$ cat src/rtl/ctrl_pkg.sv
// rtl/ctrl_pkg.sv - shared state, opcode and ALU operation encodings for the instruction sequencer
package ctrl_pkg;

    // Sequencer states
    typedef enum logic [2:0] {
        ST_IDLE   = 3'd0,
        ST_FETCH  = 3'd1,
        ST_DECODE = 3'd2,
        ST_EXEC   = 3'd3,
        ST_MEM    = 3'd4,
        ST_WB     = 3'd5,
        ST_HALT   = 3'd6
    } state_t;

    // Full 4-bit opcodes
    localparam logic [3:0] OP_ADD   = 4'b0000;
    localparam logic [3:0] OP_SUB   = 4'b0001;
    localparam logic [3:0] OP_AND   = 4'b0010;
    localparam logic [3:0] OP_XOR   = 4'b0011;
    localparam logic [3:0] OP_SLT   = 4'b0100;
    localparam logic [3:0] OP_HALT  = 4'b0101;
    localparam logic [3:0] OP_LOAD  = 4'b0110;
    localparam logic [3:0] OP_STORE = 4'b0111;

    // Opcode pairs that share their upper three bits (low bit is an operand modifier)
    localparam logic [2:0] OP_MOV_HI   = 3'b100;
    localparam logic [2:0] OP_BIZ_HI   = 3'b101;
    localparam logic [2:0] OP_ADDI_HI  = 3'b110;
    localparam logic [2:0] OP_SHIFT_HI = 3'b111;

    // ALU operation encodings
    localparam logic [2:0] ALU_ADD   = 3'b000;
    localparam logic [2:0] ALU_SUB   = 3'b001;
    localparam logic [2:0] ALU_AND   = 3'b010;
    localparam logic [2:0] ALU_XOR   = 3'b011;
    localparam logic [2:0] ALU_SLT   = 3'b100;
    localparam logic [2:0] ALU_MOV   = 3'b101;
    localparam logic [2:0] ALU_SHIFT = 3'b110;
    localparam logic [2:0] ALU_MEM   = 3'b111;
    localparam logic [2:0] ALU_BIZ   = 3'b011;

endpackage

$ cat src/rtl/seq_ctrl_control.sv
// rtl/seq_ctrl_control.sv - combinational opcode decoder producing ALU controls and instruction class
module seq_ctrl_control
    import ctrl_pkg::*;
#(
    parameter int opwidth   = 3,
    parameter int mcodebits = 4
) (
    input  logic [mcodebits-1:0] opcode,
    output logic [opwidth-1:0]   alu_op,
    output logic                 alu_src,
    output logic                 mem_to_reg,
    output logic                 is_halt,
    output logic                 is_mem,
    output logic                 is_store,
    output logic                 is_branch
);

    logic [3:0] op;
    logic [2:0] alu_op3;

    assign op     = 4'(opcode);
    assign alu_op = opwidth'(alu_op3);

    // Map each opcode to its ALU operation, operand source and instruction class
    always_comb begin
        alu_op3    = ALU_ADD;
        alu_src    = 1'b0;
        mem_to_reg = 1'b0;
        is_halt    = 1'b0;
        is_mem     = 1'b0;
        is_store   = 1'b0;
        is_branch  = 1'b0;
        case (op)
            OP_ADD:   alu_op3 = ALU_ADD;
            OP_SUB:   alu_op3 = ALU_SUB;
            OP_AND:   alu_op3 = ALU_AND;
            OP_XOR:   alu_op3 = ALU_XOR;
            OP_SLT:   alu_op3 = ALU_SLT;
            OP_HALT:  is_halt = 1'b1;
            OP_LOAD: begin
                alu_op3    = ALU_MEM;
                is_mem     = 1'b1;
                mem_to_reg = 1'b1;
            end
            OP_STORE: begin
                alu_op3  = ALU_MEM;
                is_mem   = 1'b1;
                is_store = 1'b1;
            end
            default: begin
                case (op[3:1])
                    OP_MOV_HI: alu_op3 = ALU_MOV;
                    OP_BIZ_HI: begin
                        alu_op3   = ALU_BIZ;
                        is_branch = 1'b1;
                    end
                    OP_ADDI_HI: begin
                        alu_op3 = ALU_ADD;
                        alu_src = 1'b1;
                    end
                    default: begin
                        alu_op3 = ALU_SHIFT;
                        alu_src = 1'b1;
                    end
                endcase
            end
        endcase
    end

endmodule

$ cat src/rtl/seq_ctrl.sv
// rtl/seq_ctrl.sv - multi-cycle fetch/decode/exec/mem/wb sequencer; SEQ_CTRL_TIMEOUT_EN enables memory-wait timeout
module seq_ctrl
    import ctrl_pkg::*;
#(
    parameter int opwidth   = 3,
    parameter int mcodebits = 4,
    parameter int TMO_CYC   = 15
) (
    input  logic                 Clk,
    input  logic                 Reset,
    input  logic                 Start,
    input  logic [mcodebits-1:0] instr,
    input  logic                 Zero,
    input  logic                 mem_ack,
    output logic                 IRWrite,
    output logic                 PCWrite,
    output logic                 PCSrc,
    output logic                 MemReq,
    output logic                 MemWrite,
    output logic                 RegWrite,
    output logic                 MemtoReg,
    output logic                 ALUSrc,
    output logic [opwidth-1:0]   ALUOp,
    output logic                 Done,
    output logic                 Err,
    output logic [15:0]          InstCnt
);

`ifdef SEQ_CTRL_TIMEOUT_EN
    localparam bit TmoEn = 1'b1;
`else
    localparam bit TmoEn = 1'b0;
`endif
    localparam logic [3:0] TmoLast = 4'(TMO_CYC - 1);

    state_t               state_q, state_d;
    logic [15:0]          icnt_q, icnt_d;
    logic [3:0]           tmo_q, tmo_d;
    logic                 retire;
    logic                 tmo_fire;

    logic [opwidth-1:0]   dec_alu_op;
    logic                 dec_alu_src;
    logic                 dec_mem_to_reg;
    logic                 dec_halt;
    logic                 dec_mem;
    logic                 dec_store;
    logic                 dec_branch;

    seq_ctrl_control #(
        .opwidth   (opwidth),
        .mcodebits (mcodebits)
    ) u_control (
        .opcode     (instr),
        .alu_op     (dec_alu_op),
        .alu_src    (dec_alu_src),
        .mem_to_reg (dec_mem_to_reg),
        .is_halt    (dec_halt),
        .is_mem     (dec_mem),
        .is_store   (dec_store),
        .is_branch  (dec_branch)
    );

    // tmo_q counts completed MEM cycles, so the match marks the last permitted wait cycle
    assign tmo_fire = TmoEn && (state_q == ST_MEM) && (tmo_q == TmoLast);

    // State, retired-instruction counter and memory-wait counter registers
    always_ff @(posedge Clk) begin
        if (!Reset) begin
            state_q <= ST_IDLE;
            icnt_q  <= '0;
            tmo_q   <= '0;
        end else begin
            state_q <= state_d;
            icnt_q  <= icnt_d;
            tmo_q   <= tmo_d;
        end
    end

    // Next-state selection; flags the cycle on which an instruction retires
    always_comb begin
        state_d = state_q;
        retire  = 1'b0;
        case (state_q)
            ST_IDLE:   if (Start) state_d = ST_FETCH;
            ST_FETCH:  state_d = ST_DECODE;
            ST_DECODE: state_d = dec_halt ? ST_HALT : ST_EXEC;
            ST_EXEC: begin
                if (dec_mem) begin
                    state_d = ST_MEM;
                end else if (dec_branch) begin
                    state_d = ST_FETCH;
                    retire  = 1'b1;
                end else begin
                    state_d = ST_WB;
                end
            end
            ST_MEM: begin
                if (mem_ack) begin
                    state_d = dec_store ? ST_FETCH : ST_WB;
                    retire  = dec_store;
                end else if (tmo_fire) begin
                    state_d = ST_HALT;
                end
            end
            ST_WB: begin
                state_d = ST_FETCH;
                retire  = 1'b1;
            end
            ST_HALT:   state_d = ST_HALT;
            default:   state_d = ST_IDLE;
        endcase
    end

    // Counter updates: InstCnt wraps naturally at 16 bits, wait counter clears outside MEM
    always_comb begin
        icnt_d = retire ? icnt_q + 16'd1 : icnt_q;
        tmo_d  = (state_q == ST_MEM) ? tmo_q + 4'd1 : 4'd0;
    end

`ifdef SEQ_CTRL_TIMEOUT_EN
    logic err_q, err_d;

    // Sticky timeout flag; an acknowledge on the final wait cycle suppresses it
    always_comb begin
        err_d = err_q | (tmo_fire & ~mem_ack);
    end

    // Timeout flag register
    always_ff @(posedge Clk) begin
        if (!Reset) begin
            err_q <= 1'b0;
        end else begin
            err_q <= err_d;
        end
    end

    assign Err = err_q;
`else
    assign Err = 1'b0;
`endif

    // State-gated control strobes; decoder outputs only reach the pins in their own phase
    always_comb begin
        IRWrite  = 1'b0;
        PCWrite  = 1'b0;
        PCSrc    = 1'b0;
        MemReq   = 1'b0;
        MemWrite = 1'b0;
        RegWrite = 1'b0;
        MemtoReg = 1'b0;
        ALUSrc   = 1'b0;
        ALUOp    = '0;
        case (state_q)
            ST_FETCH: begin
                IRWrite = 1'b1;
                PCWrite = 1'b1;
            end
            ST_EXEC: begin
                ALUOp  = dec_alu_op;
                ALUSrc = dec_alu_src;
                if (dec_branch) begin
                    PCWrite = 1'b1;
                    PCSrc   = Zero;
                end
            end
            ST_MEM: begin
                MemReq   = 1'b1;
                MemWrite = dec_store;
            end
            ST_WB: begin
                RegWrite = 1'b1;
                MemtoReg = dec_mem_to_reg;
            end
            default: ;
        endcase
    end

    assign Done    = (state_q == ST_HALT);
    assign InstCnt = icnt_q;

endmodule
$ cat config.mk
export PLATFORM = sky130hd
export DESIGN_NAME = seq_ctrl
export DESIGN_NICKNAME = d
export VERILOG_FILES = /design/src/rtl/ctrl_pkg.sv /design/src/rtl/seq_ctrl_control.sv /design/src/rtl/seq_ctrl.sv
export SDC_FILE = /design/constraint.sdc
export NUM_CORES = 1
export LEC_CHECK = 0
export BUFFER_PORTS_ARGS = -buffer_cell sky130_fd_sc_hd__buf_2
export CAP_MARGIN = 40
export CORE_MARGIN = 2
export CORE_UTILIZATION = 46
export CTS_BUF_LIST = sky130_fd_sc_hd__clkbuf_16
export DETAILED_ROUTE_END_ITERATION = 8
export PLACE_DENSITY_LB_ADDON = 0.3
export SETUP_SLACK_MARGIN = 0.1
export SYNTH_ARGS = -nofsm -noshare
export SYNTH_HDL_FRONTEND = slang
export SYNTH_SLANG_ARGS = --single-unit
$ cat constraint.sdc
create_clock -name Clk -period 1.7 [get_ports Clk]
set_input_delay 0.17 -clock Clk [delete_from_list [all_inputs] [get_ports Clk]]
set_output_delay 0.17 -clock Clk [all_outputs]
set_load 0.05 [all_outputs]
==> results of run 1 <==
-- sequential cells by signal, summed over array words and instances, names as in the netlist --
name / flops
InstCnt: 16
state_q: 3
-- layout by cell type, fill, tap and decap left out, types with 2 or more instances in the layout --
cell | netlist | routed
a21oi_2 | 7 | 9
nand4_1 | 4 | 4
o21a_1 | 3 | 3
clkbuf_16 | 0 | 4
inv_1 | 5 | 5
nand2b_1 | 15 | 15
and4_1 | 4 | 4
and3b_2 | 1 | 2
dfxtp_2 | 0 | 12
buf_2 | 2 | 32
o21ai_0 | 5 | 5
nor2_1 | 7 | 7
buf_4 | 2 | 9
dfxtp_1 | 19 | 7
a211oi_2 | 2 | 5
nand3_1 | 7 | 7
nand3b_1 | 3 | 3
mux2i_1 | 13 | 13
and3_1 | 3 | 3
nor3_1 | 5 | 4
and2_1 | 3 | 3
a21oi_1 | 7 | 5
buf_12 | 0 | 2
nand2_1 | 21 | 21
-- how the worst min path moves through the flow --
| stage | end | slack, ns | depth (start not counted) |
|---|---|---|---|
| finish | state_q[0]$_SDFFE_PN0P_ | 0.33 | 4 |
| global route | state_q[0]$_SDFFE_PN0P_ | 0.35 | 4 |
| CTS | state_q[0]$_SDFFE_PN0P_ | 0.33 | 4 |
| detailed placement | InstCnt[9]$_SDFFE_PN0P_ | 0.46 | 2 |
| global placement | InstCnt[9]$_SDFFE_PN0P_ | 0.45 | 2 |
| floorplan | InstCnt[3]$_SDFFE_PN0P_ | 0.32 | 2 |
-- where the power goes --
group | switching, mW | internal (mW)
Sequential | 0.0138 | 0.460
Combinational | 0.164 | 0.0874
Clock | 0.157 | 0.313
Total | 0.335 | 0.859
-- kinds of logic after synthesis --
| kind of cell | count (synthesis) |
|---|---|
| simple gates | 82 |
| compound gates | 33 |
| flops | 19 |
| buf+inv | 18 |
| mux | 13 |
| fa+ha+maj | 1 |
| other cells | 1 |
-- final cells by class --
type                    instances  area (µm²)
inverters                       5        22.5
clock buffers                   3        75.1
well taps                      31        38.8
flip-flops and latches         19         395
clock inverters                 1        3.75
multi-input cells             130         923
fillers                       219         998
repair buffers                 45         300
-- layer usage --
layer	vias to the layer above	global-route usage, %
met5	-	0
met4	0	9.30
met3	4	3.57
met2	34	31.0
met1	613	22.8
li1	667	-
-- repair_timing --
action	4_1_cts	5_1_grt
pin swaps	0	1
endpoints found under the setup margin	6	14
cloned	0	1
gates resized for setup	4	12
-- worst max-delay path: stages, from the launching register on --
cell and delay (ns):
dfxtp_1 0.40, and3b_2 0.25, buf_4 0.13, and2_1 0.11, buf_2 0.25
==> summary.txt, run 1 <==
Status
  • Status: complete, no violations

CTS
  • H-Tree Depth: 1
  • CTS max path bufs: 2
  • CTS tree: yes
  • Post-CTS setup buffer count: 0
  • Clk Latency, worst-skew pair: 0.25 ns
  • CTS Buf Count: 3
  • Root buf cell: clkbuf_16
  • Worst-path clk slew: 0.05 ns
  • CTS Sinks: 19
  • CTS Hold Bufs: 0

Route
  • WL/cell: 13.4 µm
  • Final antenna-violating net count: 0
  • DR DRC count: 0
  • WL met1: 1.38 mm
  • Vias: 1318
  • DR WL met2: 1.56 mm
  • Highest Signal Layer: met4
  • Met3 wire len: 147 µm
  • Final wirelength: 3.12 mm
  • Vias per inst: 5.63
  • TritonRoute pass-1 iters: 4
  • Initial drt markers: 32

Layout
  • Share of the core filled with cells: 63.8%
  • Ratio of cells with drive above 1 in the final layout: 42.9%
  • Post-Layout Cell Count: 234
  • Fin nets: 214
  • Number of diodes: 0
  • Cell area after layout: 1760 µm²
  • Area grow syn2layout: 30.9%

Timing
  • Hold_ws: 0.331 ns
  • Final Critical Period: 1.56 ns
  • Final worst setup slack: 0.137 ns
  • Pins over their slew limit: 0
  • Clock Skews: 0.00352 ns
  • Final Cycle Share: 91.9%
  • F_max: 640 MHz
  • RSZ-0062 raised after global routing: no
  • Final Setup Violations: 0
  • Final hold vios: 0
  • TNS Setup: 0 ns

Die
  • Initial Util: 48.7%
  • Num ports: 38
  • Die area: 3370 µm²
  • Die Y: 58.1 µm
  • Die Wd: 58.1 µm
  • Row cnt: 19
  • Core Box Area: 2760 µm²

Synthesis
  • Compound-Gate Fraction of Synth Area: 18.6%
  • Top FF cell, synth: dfxtp_1
  • Top cell type's share of synthesized area: 28.3%
  • Syn nets: 177
  • Yosys cell types: 41
  • Largest area contributor in the netlist: dfxtp_1
  • Async SR Flop Fraction: 0%
  • Share of the yosys chip area belonging to registers: 28.3%
  • Synth Instances: 167
  • Synth Area in XOR/XNOR: 0%
  • Mapped cell area: 1340 µm²
  • Synth area leaders: dfxtp_1 28%, mux2i_1 9.7%, nand2b_1 7.0%
  • Most instantiated library cell after synthesis: nand2_1
  • #FFs+latches synth: 19
  • Ys Warns: 0
  • Post-synth EDFFs: 0
  • Mux contribution to synthesized area: 9.68%
  • Post-Synth Adder-Cell Area: 0.931%
  • Combinational family with the most area after synthesis: simple AND/OR/NAND/NOR gates
  • Post-synthesis area per instance: 8.05 µm²
  • Post-synthesis simple-gate area fraction: 35.3%
  • Synth top cells by count: 21 x nand2_1, 19 x dfxtp_1, 15 x nand2b_1

Critical path
  • R2R Setup Slk: 0.16 ns
  • Worst EP arrival: 1.39 ns
  • Setup crit end kind: primary output
  • CP Launch Type: flip-flop
  • Reg2Reg Depth: 5
  • Highest net fanout along the worst path: 5
  • RR Startpoint: state_q[1]$_SDFFE_PN0P_
  • Kind of critical path: flip-flop to primary output
  • Critical path origin: state_q[0]$_SDFFE_PN0P_
  • Reg2reg end: InstCnt[8]$_SDFFE_PN0P_
  • Req. time, crit path: 1.53 ns
  • Worst setup path end: ALUOp[1]

Place
  • Placed insts: 229
  • Port buffer count: 36
  • HPWL after DPL: 2.18 mm
  • Gpl congestion: 0.849
  • Pre-CTS setup slack: 0.0783 ns
  • Placed Area: 1600 µm²

Global route
  • Vias in the first global route: 1118
  • First-pass GRT wire length: 4.91 mm
  • GRT overflow: 0
  • Initial antenna violation count: 0
  • Largest net degree at the start of global routing: 31
  • Tot GR Track Use: 18.6%

Power and ir drop
  • PwrDens: 679 nW/µm²
  • Leakage power: 0.707 nW
  • Worst VDD drop: 0.648 mV
  • Tot Pwr: 1.19 mW

Hold path
  • Hold path start: mem_ack
  • Hold Crit Class: input pin to flip-flop

Job
  • Max-cap viol count: 0
(Power assumes the default switching activity.)
==> run 2: changes to the inputs <==
==> constraint.sdc (replaced) <==
create_clock -name Clk -period 1.61 [get_ports Clk]
set_input_delay 0.161 -clock Clk [delete_from_list [all_inputs] [get_ports Clk]]
set_output_delay 0.161 -clock Clk [all_outputs]
set_load 0.05 [all_outputs]
==> run 2 against run 1 <==
Worst hold slack better by 0.0094 ns. Final cell count up 5.6%. Global-route usage up 3.3 points. First-iteration DRC count rose to 2.9 times the previous value. Power up 12%. Design area up 11%. Critical path depth up 1. Die area unchanged. Clock-buffer cell count unchanged. Setup slack worse by 0.079 ns. Sequential cell count unchanged. Critical path type is now flip-flop to flip-flop. Critical endpoint is now InstCnt[10]$_SDFFE_PN0P_. Highest routed layer unchanged.
==> summary.txt, run 2 (same netlist as run 1, synthesis figures left out) <==
Status
  • Status: complete, no violations

Die
  • Core Box Area: 2760 µm² (unchanged)
  • Die area: 3370 µm² (unchanged)
  • Num ports: 38 (unchanged)
  • Initial Util: 48.7% (unchanged)
  • Row cnt: 19 (unchanged)
  • Die Wd: 58.1 µm (unchanged)
  • Die Y: 58.1 µm (unchanged)

Place
  • Placed Area: 1650 µm² (+3.0%)
  • Gpl congestion: 0.891 (+4.9%)
  • Port buffer count: 36 (unchanged)
  • HPWL after DPL: 2.43 mm (+11%)

Route
  • Vias per inst: 5.84 (+3.6%)
  • DR DRC count: 0 (unchanged)
  • Vias: 1442 (+9.4%)
  • Initial drt markers: 92 (+190%)
  • WL/cell: 15.3 µm (+15%)
  • Final antenna-violating net count: 0 (unchanged)
  • Final wirelength: 3.78 mm (+21%)
  • TritonRoute pass-1 iters: 5 (+1)

Timing
  • Final Critical Period: 1.55 ns
  • F_max: 645 MHz
  • Final Setup Violations: 0 (unchanged)
  • RSZ-0062 raised after global routing: yes
  • Clock Skews: 0.00181 ns (-0.00171 ns)
  • Final Cycle Share: 96.4%
  • Hold_ws: 0.340 ns (+0.00940 ns)
  • Final hold vios: 0 (unchanged)
  • Pins over their slew limit: 0 (unchanged)

Layout
  • Cell area after layout: 1960 µm² (+11%)
  • Max reg flops: 16 (unchanged)
  • Commonest non-fill, non-tap cell in the layout: buf_2
  • Number of diodes: 0 (unchanged)
  • FILL cells: 197 (-10%)
  • Ratio of cells with drive above 1 in the final layout: 48.6% (+5.8 points)
  • Area grow syn2layout: 45.7%
  • Commonest cells after routing, fill and taps aside: 29 x buf_2, 21 x nand2_1, 15 x buf_4
  • Fin nets: 227 (+6.1%)

Critical path
  • Reg2Reg Depth: 5 (unchanged)
  • CP cell instances: nand2b_4 -> or3_4 -> buf_12 -> a211oi_4 -> mux2i_1
  • Highest net fanout along the worst path: 8 (+3)
  • Crit path largest cell delay: 0.40 ns (about the same)
  • CP Launch Type: flip-flop
  • Worst EP arrival: 1.72 ns (+0.33 ns)
  • Setup crit end kind: flip-flop
  • Req. time, crit path: 1.78 ns (+0.25 ns)
  • Slowest CP cell: or3_4
  • Kind of critical path: flip-flop to flip-flop

Power and ir drop
  • Leakage power: 0.795 nW (+12%)
  • PwrDens: 681 nW/µm² (+0.35%)
  • Worst VDD drop: 0.640 mV (-1.2%)
  • Tot Pwr: 1.33 mW (+12%)

CTS
  • CTS tree: yes
  • Worst-path clk slew: 0.05 ns (about the same)
  • CTS max path bufs: 2 (unchanged)
  • Clk Latency, worst-skew pair: 0.24 ns (about the same)
  • CTS Sinks: 19 (unchanged)
  • Root buf cell: clkbuf_16
  • CTS Buf Count: 3 (unchanged)
  • H-Tree Depth: 1 (unchanged)
  • CTS Hold Bufs: 0 (unchanged)

Global route
  • Largest net degree at the start of global routing: 22 (-29%)
  • Tot GR Track Use: 21.9% (+3.3 points)
  • GRT overflow: 0 (unchanged)
  • Initial antenna violation count: 0 (unchanged)
  • Vias in the first global route: 1288 (+15%)
  • First-pass GRT wire length: 5.87 mm (+20%)

Job
  • Max-cap viol count: 0 (unchanged)

Hold path
  • Hold Crit Class: input pin to flip-flop
  • Hold path depth: 4 (unchanged)
[run 2: cell types whose count changed in the layout (fill, tap and decap cells not counted), sizes merged]
| cell | previous run | this run |
|---|---|---|
| buf | 43 | 57 |
| clkbuf | 5 | 4 |
[run 2: repair_timing]
action,4_1_cts,5_1_grt
gates cloned,0,1
buffers inserted,3,4
pin swaps,4,7
endpoints found under the setup margin,16,19
gates resized for setup,23,18
[run 2: routing by layer]
| layer | up-vias | routed length, µm | global-route usage [%] |
|---|---|---|---|
| li1 | 694 | - | - |
| met3 | 8 | 200 | 2.23 |
| met1 | 686 | 1570 | 28.4 |
| met4 | 0 | 73 | 10.3 |
| met5 | - | 0 | 0 |
| met2 | 54 | 1940 | 36.5 |
[run 2: worst paths after layout]
| path | start | end | slack (ns) |
|---|---|---|---|
| worst max-delay path | state_q[1]$_SDFFE_PN0P_ | InstCnt[10]$_SDFFE_PN0P_ | 0.06 |
| worst min-delay path | mem_ack | state_q[0]$_SDFFE_PN0P_ | 0.34 |
| worst max register to register | state_q[1]$_SDFFE_PN0P_ | InstCnt[10]$_SDFFE_PN0P_ | 0.06 |
| worst min register to register | InstCnt[9]$_SDFFE_PN0P_ | InstCnt[9]$_SDFFE_PN0P_ | 0.47 |
[run 2: metrics by stage]
step / TNS, ns / setup WS (ns) / util, % / cells
final: 0 / 0.0586 / 71.0 / 247
after global routing: 0 / 0.00400 / 71.0 / 247
after CTS: 0 / 0.0831 / 66.5 / 242
after detailed placement: -0.0358 / -0.0304 / 59.7 / 235
after global placement: 0 / 0.0475 / 59.7 / 235
after floorplan: -0.682 / -0.0621 / - / 167
[run 2: layout make-up]
class / count / area, µm² / area share [%]
multi-input combinational: 130 / 970 / 49.5
timing repair buffer: 58 / 450 / 23.0
sequential: 19 / 398 / 20.3
clock buffer: 3 / 75.1 / 3.83
tap: 31 / 38.8 / 1.98
inverter: 5 / 22.5 / 1.15
clock inverter: 1 / 3.75 / 0.192
[run 2: critical path: cells and delay by family (launching register included)]
family                 cells  cell delay [ns]
and+or+nand+nor            2             0.54
muxes                      1             0.22
buffers and inverters      1             0.16
DFF                        1             0.32
AOI/OAI and AO/OA          1             0.23
[run 2: power by group]
group	internal (mW)	total [mW]	leakage [nW]	switching, mW
Combinational	0.143	0.340	0.593	0.198
Sequential	0.484	0.497	0.160	0.0127
Clock	0.330	0.497	0.0423	0.167
Total	0.956	1.33	0.795	0.377
==> run 3: changes to the inputs <==
--- a/config.mk
+++ b/config.mk
@@ -8,7 +8,7 @@
 export BUFFER_PORTS_ARGS = -buffer_cell sky130_fd_sc_hd__buf_2
 export CAP_MARGIN = 40
 export CORE_MARGIN = 2
-export CORE_UTILIZATION = 46
+export CORE_UTILIZATION = 42
 export CTS_BUF_LIST = sky130_fd_sc_hd__clkbuf_16
 export DETAILED_ROUTE_END_ITERATION = 8
 export PLACE_DENSITY_LB_ADDON = 0.3
==> run 3 against run 2 <==
First-iteration DRC count shrank 7.6%. Power is 0.22% lower. Sequential power hardly changed. Routed wire length down 4.6%. Sequential share of layout area shrank 0.80 points. Fmax decreased by 3.0%. Global-route usage decreased by 1.4 points. Die area increased by 8.9%. Clock skew rose by 0.00070 ns. Non-clock buffer count is 3 lower. Via count fell by 6.0%. Critical endpoint is now InstCnt[2]$_SDFFE_PN0P_.
==> summary.txt, run 3 (same netlist as run 1, synthesis figures left out) <==
Die
  • Die area: 3670 µm² (+8.9%)
  • Initial Util: 44.0% (-4.7 points)
  • Row cnt: 20 (+1)
  • Num ports: 38 (unchanged)
  • Core Box Area: 3050 µm² (+11%)
  • Die Y: 60.6 µm (+4.3%)
  • Die Wd: 60.6 µm (+4.3%)

Route
  • Vias: 1356 (-6.0%)
  • Final wirelength: 3.61 mm (-4.6%)
  • Initial drt markers: 85 (-7.6%)
  • DR DRC count: 0 (unchanged)
  • Final antenna-violating net count: 0 (unchanged)
  • TritonRoute pass-1 iters: 4 (-1)
  • WL/cell: 14.0 µm (-8.3%)
  • Vias per inst: 5.28 (-9.6%)

Critical path
  • Highest net fanout along the worst path: 6 (-2)
  • Slowest CP cell: or3_4
  • CP top delay family: simple AND/OR/NAND/NOR gates
  • CP cell instances: nand2b_4 -> or3_4 -> bufbuf_16 -> a211oi_2 -> o21a_1
  • Kind of critical path: flip-flop to flip-flop
  • Reg2reg end: InstCnt[2]$_SDFFE_PN0P_
  • RR Startpoint: state_q[1]$_SDFFE_PN0P_
  • Reg2Reg Depth: 5 (unchanged)
  • Worst EP arrival: 1.79 ns (+0.07 ns)
  • Req. time, crit path: 1.80 ns (+0.02 ns)
  • Crit path largest cell delay: 0.40 ns (about the same)
  • Buffers & Inverters on Critical Path: 1 (unchanged)
  • CP Launch Type: flip-flop
  • R2R Setup Slk: 0.01 ns (-0.05 ns)
  • Setup crit end kind: flip-flop

Global route
  • First-pass GRT wire length: 5.67 mm (-3.4%)
  • GRT overflow: 0 (unchanged)
  • Largest net degree at the start of global routing: 24 (+9.1%)
  • Initial antenna violation count: 0 (unchanged)
  • Tot GR Track Use: 20.6% (-1.4 points)
  • Vias in the first global route: 1243 (-3.5%)

Timing
  • F_max: 625 MHz (-3.0%)
  • Final Cycle Share: 99.3% (+2.9 points)
  • Final hold vios: 0 (unchanged)
  • Final worst setup slack: 0.0112 ns (-0.0475 ns)
  • Hold_ws: 0.333 ns (-0.00698 ns)
  • Pins over their slew limit: 0 (unchanged)
  • Final Setup Violations: 0 (unchanged)
  • Clock Skews: 0.00251 ns (+0.000701 ns)
  • Final Critical Period: 1.60 ns (+0.0475 ns)
  • RSZ-0062 raised after global routing: yes

Layout
  • Commonest cells after routing, fill and taps aside: 28 x buf_2, 21 x nand2_1, 14 x nand2b_1
  • Ratio of cells with drive above 1 in the final layout: 47.9% (-0.72 points)
  • Register area: 398 µm² (unchanged)
  • Fin nets: 224 (-1.3%)
  • Max reg flops: 16 (unchanged)
  • Area grow syn2layout: 51.7%
  • Number of diodes: 0 (unchanged)
  • Area of the multi-input gates: 1010 µm² (+4.6%)
  • FILL cells: 262 (+33%)
  • Commonest non-fill, non-tap cell in the layout: buf_2

Hold path
  • Hold path start: mem_ack
  • WHS Endpoint: state_q[0]$_SDFFE_PN0P_
  • Hold Crit Class: input pin to flip-flop
  • Hold path depth: 4 (unchanged)

Power and ir drop
  • Leakage power: 0.794 nW (about the same)
  • Worst VDD drop: 0.378 mV (-41%)
  • PwrDens: 653 nW/µm² (-4.1%)
  • Tot Pwr: 1.33 mW (-0.22%)

CTS
  • Worst-path clk slew: 0.06 ns (about the same)
  • CTS Sinks: 19 (unchanged)
  • CTS Buf Count: 3 (unchanged)
  • CTS Hold Bufs: 0 (unchanged)
  • Clk Latency, worst-skew pair: 0.25 ns (about the same)
  • H-Tree Depth: 1 (unchanged)
  • CTS max path bufs: 2 (unchanged)
  • CTS tree: yes
  • Root buf cell: clkbuf_16

Place
  • Pre-CTS setup slack: -0.0260 ns (+0.00439 ns)
  • Port buffer count: 36 (unchanged)
  • HPWL after DPL: 2.32 mm (-4.5%)
  • Gpl congestion: 0.859 (-3.6%)

Job
  • Max-cap viol count: 0 (unchanged)

Status
  • Status: complete, no violations
[run 3: worst reg2reg max path: cells and delay by family, from the launching register on]
| kind | cells | cell delay, ns |
|---|---|---|
| AOI/OAI and AO/OA | 2 | 0.37 |
| and+or+nand+nor | 2 | 0.54 |
| buffers and inverters | 1 | 0.29 |
| DFF | 1 | 0.33 |
[run 3: repair_timing]
action | 4_1_cts | 5_1_grt
buffers inserted | 6 | 0
pin swaps | 6 | 6
cloned | 1 | 0
endpoints found under the setup margin | 20 | 24
endpoints found under the hold margin | 0 | 0
resized for setup | 29 | 25
[run 3: worst max-delay path by stage]
stage / start / endpoint / slack, ns / cells after the start
6_report: state_q[1]$_SDFFE_PN0P_ / InstCnt[2]$_SDFFE_PN0P_ / 0.01 / 5
5_1_grt: state_q[1]$_SDFFE_PN0P_ / InstCnt[7]$_SDFFE_PN0P_ / -0.02 / 6
4_1_cts: state_q[1]$_SDFFE_PN0P_ / InstCnt[4]$_SDFFE_PN0P_ / 0.02 / 5
3_5_place_dp: state_q[1]$_SDFFE_PN0P_ / InstCnt[14]$_SDFFE_PN0P_ / -0.03 / 5
3_3_place_gp: state_q[1]$_SDFFE_PN0P_ / InstCnt[10]$_SDFFE_PN0P_ / 0.04 / 5
2_1_floorplan: state_q[1]$_SDFFE_PN0P_ / InstCnt[5]$_SDFFE_PN0P_ / -0.06 / 7
[run 3: power breakdown]
part / internal [mW] / switching (mW)
logic: 0.131 / 0.192
clock network: 0.331 / 0.180
registers: 0.484 / 0.0135
[run 3: stage by stage]
stage                     TNS, ns  area, µm²  std cells  util, %
final                           0       2040        257     66.8
after floorplan            -0.682       1390        167        -
after global routing      -0.0868       2040        257     66.8
after detailed placement  -0.0260       1630        246     53.5
after global placement          0       1630        246     53.5
after CTS                       0       1940        257     63.4
[run 3: cell type report]
type,instances,share of cell area (%)
flip-flops and latches,19,19.5
clock inverters,1,0.184
repair buffers,55,23.0
clock buffers,3,3.68
multi-input cells,130,49.8
well taps,44,2.70
inverters,5,1.10
[run 3: layer usage]
layer / GRT usage (%) / share of wire, % / up-vias
met1: 26.0 / 45 / 633
li1: - / - / 687
met3: 2.56 / 3.0 / 4
met5: 0 / 0 / -
met4: 7.45 / 1.4 / 0
met2: 35.8 / 51 / 32
